`config.mk`:
```
export PLATFORM = sky130hd
export DESIGN_NAME = mem_stage
export DESIGN_NICKNAME = d
export VERILOG_FILES = /design/src/rtl/CPU_buffer_bus.sv /design/src/rtl/lsu_align.sv /design/src/rtl/mem_stage.sv
export SDC_FILE = /design/constraint.sdc
export NUM_CORES = 1
export LEC_CHECK = 0
export CAP_MARGIN = 20
export CORE_MARGIN = 5
export CORE_UTILIZATION = 36
export CTS_CLUSTER_DIAMETER = 60
export CTS_CLUSTER_SIZE = 8
export DETAILED_ROUTE_END_ITERATION = 16
export HOLD_SLACK_MARGIN = 0.06
export PLACE_DENSITY = 0.93
export SLEW_MARGIN = 10
export SYNTH_ARGS = -nofsm -noshare
export SYNTH_HDL_FRONTEND = slang
export SYNTH_SLANG_ARGS = --single-unit
```
`constraint.sdc`:
```
create_clock -name ACLK -period 3.06 [get_ports ACLK]
set_input_delay 0.918 -clock ACLK [delete_from_list [all_inputs] [get_ports ACLK]]
set_output_delay 0.918 -clock ACLK [all_outputs]
set_load 0.05 [all_outputs]
```
`src/rtl/CPU_buffer_bus.sv`:
```
// Shared pipeline-buffer bus types, memory-stage state encoding and the
// RV32 load/store funct3 encodings used by the memory stage.
package CPU_buffer_bus;

  // Bundle leaving the EX/MEM pipeline buffer
  typedef struct packed {
    logic        valid;
    logic [31:0] alu_result;
    logic [31:0] rs2_data;
    logic        mem_read;
    logic        mem_write;
    logic [2:0]  funct3;
    logic [4:0]  rd;
    logic        reg_write;
  } ex_mem_bus_t;

  // Bundle entering the MEM/WB pipeline buffer
  typedef struct packed {
    logic        valid;
    logic [31:0] result;
    logic [4:0]  rd;
    logic        reg_write;
    logic        misaligned;
  } mem_wb_bus_t;

  // Data-memory access sequencing states
  typedef enum logic [1:0] {
    IDLE = 2'd0,
    REQ  = 2'd1,
    WAIT = 2'd2,
    DONE = 2'd3
  } mem_state_e;

  // Load funct3 encodings
  localparam logic [2:0] F3_LB  = 3'b000;
  localparam logic [2:0] F3_LH  = 3'b001;
  localparam logic [2:0] F3_LW  = 3'b010;
  localparam logic [2:0] F3_LBU = 3'b100;
  localparam logic [2:0] F3_LHU = 3'b101;

  // Store funct3 encodings
  localparam logic [2:0] F3_SB  = 3'b000;
  localparam logic [2:0] F3_SH  = 3'b001;
  localparam logic [2:0] F3_SW  = 3'b010;

endpackage

```
`src/rtl/lsu_align.sv`:
```
// Combinational load/store alignment helper: builds byte strobes and
// replicated write data for stores, extracts and extends load data, and
// flags misaligned or unsupported access encodings.
module lsu_align
  import CPU_buffer_bus::*;
(
  input  logic [2:0]  funct3,
  input  logic [1:0]  addr_lo,
  input  logic        is_store,
  input  logic [31:0] rs2,
  input  logic [31:0] rdata,
  output logic [31:0] wdata,
  output logic [3:0]  wstrb,
  output logic [31:0] load_data,
  output logic        misaligned
);

  logic [7:0]  sel_byte;
  logic [15:0] sel_half;

  // Pick the addressed byte and halfword lanes out of the fetched word
  always_comb begin
    sel_byte = rdata[{addr_lo, 3'b000} +: 8];
    sel_half = rdata[{addr_lo[1], 4'b0000} +: 16];
  end

  // Decode access size, build store lanes / load extension, detect misalignment
  always_comb begin
    wdata      = rs2;
    wstrb      = 4'b0000;
    load_data  = rdata;
    misaligned = 1'b0;
    if (is_store) begin
      case (funct3)
        F3_SB: begin
          wdata = {4{rs2[7:0]}};
          wstrb = 4'b0001 << addr_lo;
        end
        F3_SH: begin
          wdata      = {2{rs2[15:0]}};
          wstrb      = 4'b0011 << addr_lo;
          misaligned = addr_lo[0];
        end
        F3_SW: begin
          wstrb      = 4'b1111;
          misaligned = (addr_lo != 2'b00);
        end
        default: misaligned = 1'b1;
      endcase
    end else begin
      case (funct3)
        F3_LB:  load_data = {{24{sel_byte[7]}}, sel_byte};
        F3_LH: begin
          load_data  = {{16{sel_half[15]}}, sel_half};
          misaligned = addr_lo[0];
        end
        F3_LW:  misaligned = (addr_lo != 2'b00);
        F3_LBU: load_data = {24'h000000, sel_byte};
        F3_LHU: begin
          load_data  = {16'h0000, sel_half};
          misaligned = addr_lo[0];
        end
        default: misaligned = 1'b1;
      endcase
    end
  end

endmodule

```
`src/rtl/mem_stage.sv`:
```
// Pipeline memory stage: passes non-memory instructions straight through,
// sequences aligned loads/stores over a valid/ready data-memory port and
// stalls the EX/MEM buffer until the access completes.
module mem_stage
  import CPU_buffer_bus::*;
#(
  parameter int XLEN = 32
) (
  input  logic        ACLK,
  input  logic        ARESETn,
  input  ex_mem_bus_t ex_mem_bus_in,
  output mem_wb_bus_t mem_wb_bus_out,
  output logic        stall_req,
  output logic        dm_req_valid,
  input  logic        dm_req_ready,
  output logic [31:0] dm_addr,
  output logic        dm_we,
  output logic [3:0]  dm_wstrb,
  output logic [31:0] dm_wdata,
  input  logic        dm_rsp_valid,
  input  logic [31:0] dm_rdata
);

  mem_state_e       state_q, state_d;
  logic [XLEN-1:0]  hold_q, hold_d;

  logic [31:0] align_wdata;
  logic [3:0]  align_wstrb;
  logic [31:0] align_load;
  logic        align_mis;
  logic        is_mem_access;
  logic        mem_op;
  logic        mis_access;

  lsu_align u_lsu_align (
    .funct3     (ex_mem_bus_in.funct3),
    .addr_lo    (ex_mem_bus_in.alu_result[1:0]),
    .is_store   (ex_mem_bus_in.mem_write),
    .rs2        (ex_mem_bus_in.rs2_data),
    .rdata      (hold_q),
    .wdata      (align_wdata),
    .wstrb      (align_wstrb),
    .load_data  (align_load),
    .misaligned (align_mis)
  );

  assign is_mem_access = ex_mem_bus_in.valid &&
                         (ex_mem_bus_in.mem_read || ex_mem_bus_in.mem_write);
  assign mem_op        = is_mem_access && !align_mis;
  assign mis_access    = is_mem_access && align_mis;

  assign dm_addr  = {ex_mem_bus_in.alu_result[31:2], 2'b00};
  assign dm_we    = ex_mem_bus_in.mem_write;
  assign dm_wstrb = align_wstrb;
  assign dm_wdata = align_wdata;

  // State and load-holding register, cleared immediately by reset
  always_ff @(posedge ACLK or negedge ARESETn) begin
    if (!ARESETn) begin
      state_q <= IDLE;
      hold_q  <= '0;
    end else begin
      state_q <= state_d;
      hold_q  <= hold_d;
    end
  end

  // Next-state, request, stall and MEM/WB bundle generation
  always_comb begin
    state_d                   = state_q;
    hold_d                    = hold_q;
    dm_req_valid              = 1'b0;
    stall_req                 = 1'b0;
    mem_wb_bus_out.valid      = ex_mem_bus_in.valid;
    mem_wb_bus_out.result     = ex_mem_bus_in.alu_result;
    mem_wb_bus_out.rd         = ex_mem_bus_in.rd;
    mem_wb_bus_out.reg_write  = ex_mem_bus_in.reg_write;
    mem_wb_bus_out.misaligned = 1'b0;

    if (mis_access) begin
      mem_wb_bus_out.misaligned = 1'b1;
      mem_wb_bus_out.reg_write  = 1'b0;
    end

    if (ARESETn) begin
      case (state_q)
        IDLE, REQ: begin
          if (mem_op) begin
            dm_req_valid         = 1'b1;
            stall_req            = 1'b1;
            mem_wb_bus_out.valid = 1'b0;
            if (dm_req_ready) begin
              state_d = ex_mem_bus_in.mem_write ? DONE : WAIT;
            end else begin
              state_d = REQ;
            end
          end else begin
            state_d = IDLE;
          end
        end
        WAIT: begin
          stall_req            = 1'b1;
          mem_wb_bus_out.valid = 1'b0;
          if (dm_rsp_valid) begin
            hold_d  = dm_rdata;
            state_d = DONE;
          end
        end
        DONE: begin
          if (ex_mem_bus_in.mem_read) begin
            mem_wb_bus_out.result = align_load;
          end
          state_d = IDLE;
        end
        default: state_d = IDLE;
      endcase
    end
  end

endmodule

```
==> flow_summary.yaml <==
power_and_ir_drop:
  p_total_mw: 2.96
  seqPwrFrac_pct: 32.5
  p_per_area_nw_per_um2: 434
  power.internal_mw: 1.68
  vdd_drop_max_mv: 0.341
  combPwrFrac_pct: 55.7
  clkPwrFrac_pct: 11.8
  p_sw_share_pct: 43.5
  p_switching_mw: 1.29
  p_leak_nw: 2.82
critical_path:
  cp_max_fo: 4
  cp-end-kind: "output pin"
  slowest_stage: "a221o_1"
  crit_buf_inv: 3
  cp.required_ps: 2140
  start_kind: "input port"
  max_stage_delay_ps: 360
  path_delay_family: "simple AND/OR/NAND/NOR gates"
  path_class: "in -> out"
  crit_arrival_ps: 2260
  path_common_cell: "buf_6"
  crit_chain: "buf_6, buf_6, a221o_1, o41ai_4, nor4b_4, or2_4, buf_12"
clocking:
  cts.path.max_buffers: 2
  numCtsBuffers: 5
  cts_htree_levels: 2
  ctsHoldBuffers: 0
  cts_root_buffer: "clkbuf_8"
  clock_latency_ps: 290
  cts_tree: "yes"
  numClockSinks: 34
  clk_pin_slew_ps: 70
cells_and_area:
  final.fill_count: 487
  drive_gt1_share_pct: 55.0
  syn_to_final_growth_pct: 113
  final_nets: 676
  regArea_um2: 851
  stdcell_area_um2: 6830
  multi_input_area_um2: 2400
  antenna_cells: 0
sta:
  fin_skew_ps: 13.4
  fin_ws_ps: -117
  fmax_ghz: 0.315
  worst_pin_slew_ps: 669
  layout_min_cycle_time_ps: 3180
  rsz0062_at_grt: "yes"
  hold_viol_final: 0
  fin_crit_sh_pct: 104
  slew_headroom_pct: 55.3
  slew_violations: 0
  finalSetupViolations: 34
hold_path:
  min_path_type: "reg -> reg"
yosys:
  yosys.area.top_type: "dfrtp_1"
  synth_flop_cell: "dfrtp_1"
  synth-edff-count: 0
  netlist_area_um2: 3210
  synthDistinctLibCells: 42
  yosysWarnings: 0
  synthTopCellsByCount: "buf_4, mux2_2, nor2_1"
  synthTopCellsByArea: "dfrtp_1, mux2_2, buf_4"
  synth_top_area_share_pct: 26.5
  avgSynthCellArea_um2: 8.96
  ys_ff_latch: 34
  syn_inst: 358
  synth-seq-area-share_pct: 26.5
  synthMostInstantiatedCell: "buf_4"
  async_flop_share_pct: 100
job:
  drv_cap: 0
global_route:
  grt_use_total_pct: 26.0
  first_global_vias: 3974
  overflow: 0
  antenna_found_initial: 0
  grt_pass1_wl_um: 23000
  grt_max_degree: 33
place:
  dpl_cell_area_um2: 6260
  place.port_buffers: 210
  place_hpwl_um: 11100
  gp_congestion: 0.877
floorplan:
  dieArea_um2: 10900
  die_h_um: 104
  fp-row-count: 34
  initial_core_util_pct: 36.8
  core_um2: 8720
  num_io_pins: 223
  die_x_um: 104
routing:
  vias: 3768
  drtIter0Drc: 536
  viasPerCell: 5.60
  finalWirelength_um: 15200
  post-route-drc-count: 0
  dr.pass1.iters: 5
  wire_per_inst_um: 22.6
  ant_nets: 0
outcome:
  status: "complete, but fails checks"
  violations: "negative setup slack"
## per-layer routing
metal  vias to the layer above  share of wire [%]  track usage (%)
li1                       1661                  -                -
met1                      1829                 36             30.0
met2                       231                 53             47.9
met3                        47                7.5             5.77
met4                         0                3.0             6.85
met5                         -                  0                0
## cell type report
type | instances | share of cell area, %
Clock buffer | 6 | 1.21
Sequential cell | 34 | 12.5
Inverter | 3 | 0.165
Timing Repair Buffer | 270 | 48.9
Clock inverter | 2 | 0.183
Multi-Input combinational cell | 250 | 35.1
Tap cell | 108 | 1.98
## sequential cells by signal (all words and copies together) (netlist names)
signal   cells
hold_q      32
state_q      2
## cell usage in the layout, fill, tap and decap left out, types with 3 or more instances in the layout
cell	netlist	layout
nor3_1	32	16
a21oi_4	0	5
clkdlybuf4s50_1	0	98
or3_1	10	10
nand2b_1	5	4
nor2_4	0	4
a21oi_1	22	3
buf_12	0	67
dfrtp_1	34	34
mux2i_1	10	9
buf_6	4	47
nor2b_2	0	3
clkbuf_8	0	6
mux2_1	9	9
mux2_4	8	8
a31oi_4	2	8
a21oi_2	0	14
buf_8	0	3
nor3_4	1	16
o21ai_0	14	12
a22oi_2	0	6
buf_4	52	50
nand2_1	12	11
mux2_2	38	38
o221ai_2	0	6
nor2_2	3	3
nor2_1	35	31
## what timing repair did
action | in CTS | in global routing
pin swaps | 13 | 12
cloned | 2 | 0
endpoints found under the hold margin | 0 | 0
buffers inserted | 7 | 3
setup endpoints to repair | 65 | 58
gates resized for setup | 95 | 35
## final timing paths
check / cells past startpoint / slack [ps] / endpoint / startpoint
worst max register to register: 4 / 1310 / hold_q[18] / state_q[1]
worst min-delay path: 1 / 550 / hold_q[3] / hold_q[3]
max in group asynchronous: 2 / 2030 / hold_q[27] / ARESETn
min in group asynchronous: 2 / 570 / state_q[1] / ARESETn
worst max-delay path: 7 / -120 / stall_req / ex_mem_bus_in[43]
worst min register to register: 1 / 550 / hold_q[3] / hold_q[3]
## power groups by stage
stage                     sequential [mW]  clock (mW)  combinational (mW)
after floorplan                     0.806           0               0.992
after global placement              0.901           0                1.47
after detailed placement            0.915           0                1.52
after CTS                           0.932       0.354                1.60
after global routing                0.985       0.378                1.72
final                               0.963       0.351                1.65
## stage by stage
stage	utilization (%)	setup WS [ps]	TNS, ps	instances	hold slack [ps]
after floorplan	-	-345	-2170	359	473
after global placement	71.8	-511	-28090	653	494
after detailed placement	71.8	-573	-31370	653	504
after CTS	76.9	-110	-1530	670	519
after global routing	78.3	-186	-3030	673	553
final	78.3	-117	-1560	673	551
## cell families (layout without fill, tap and decap cells)
family / Yosys count / after routing / share of synthesized area (%)
compound gates: 69 / 69 / 14.6
buf+inv: 75 / 281 / 16.3
flops: 34 / 34 / 26.5
mux: 65 / 65 / 23.4
other cells: 1 / 2 / 0.117
simple gates: 114 / 114 / 19.0
Note: power is estimated with default switching activity, not from simulation.
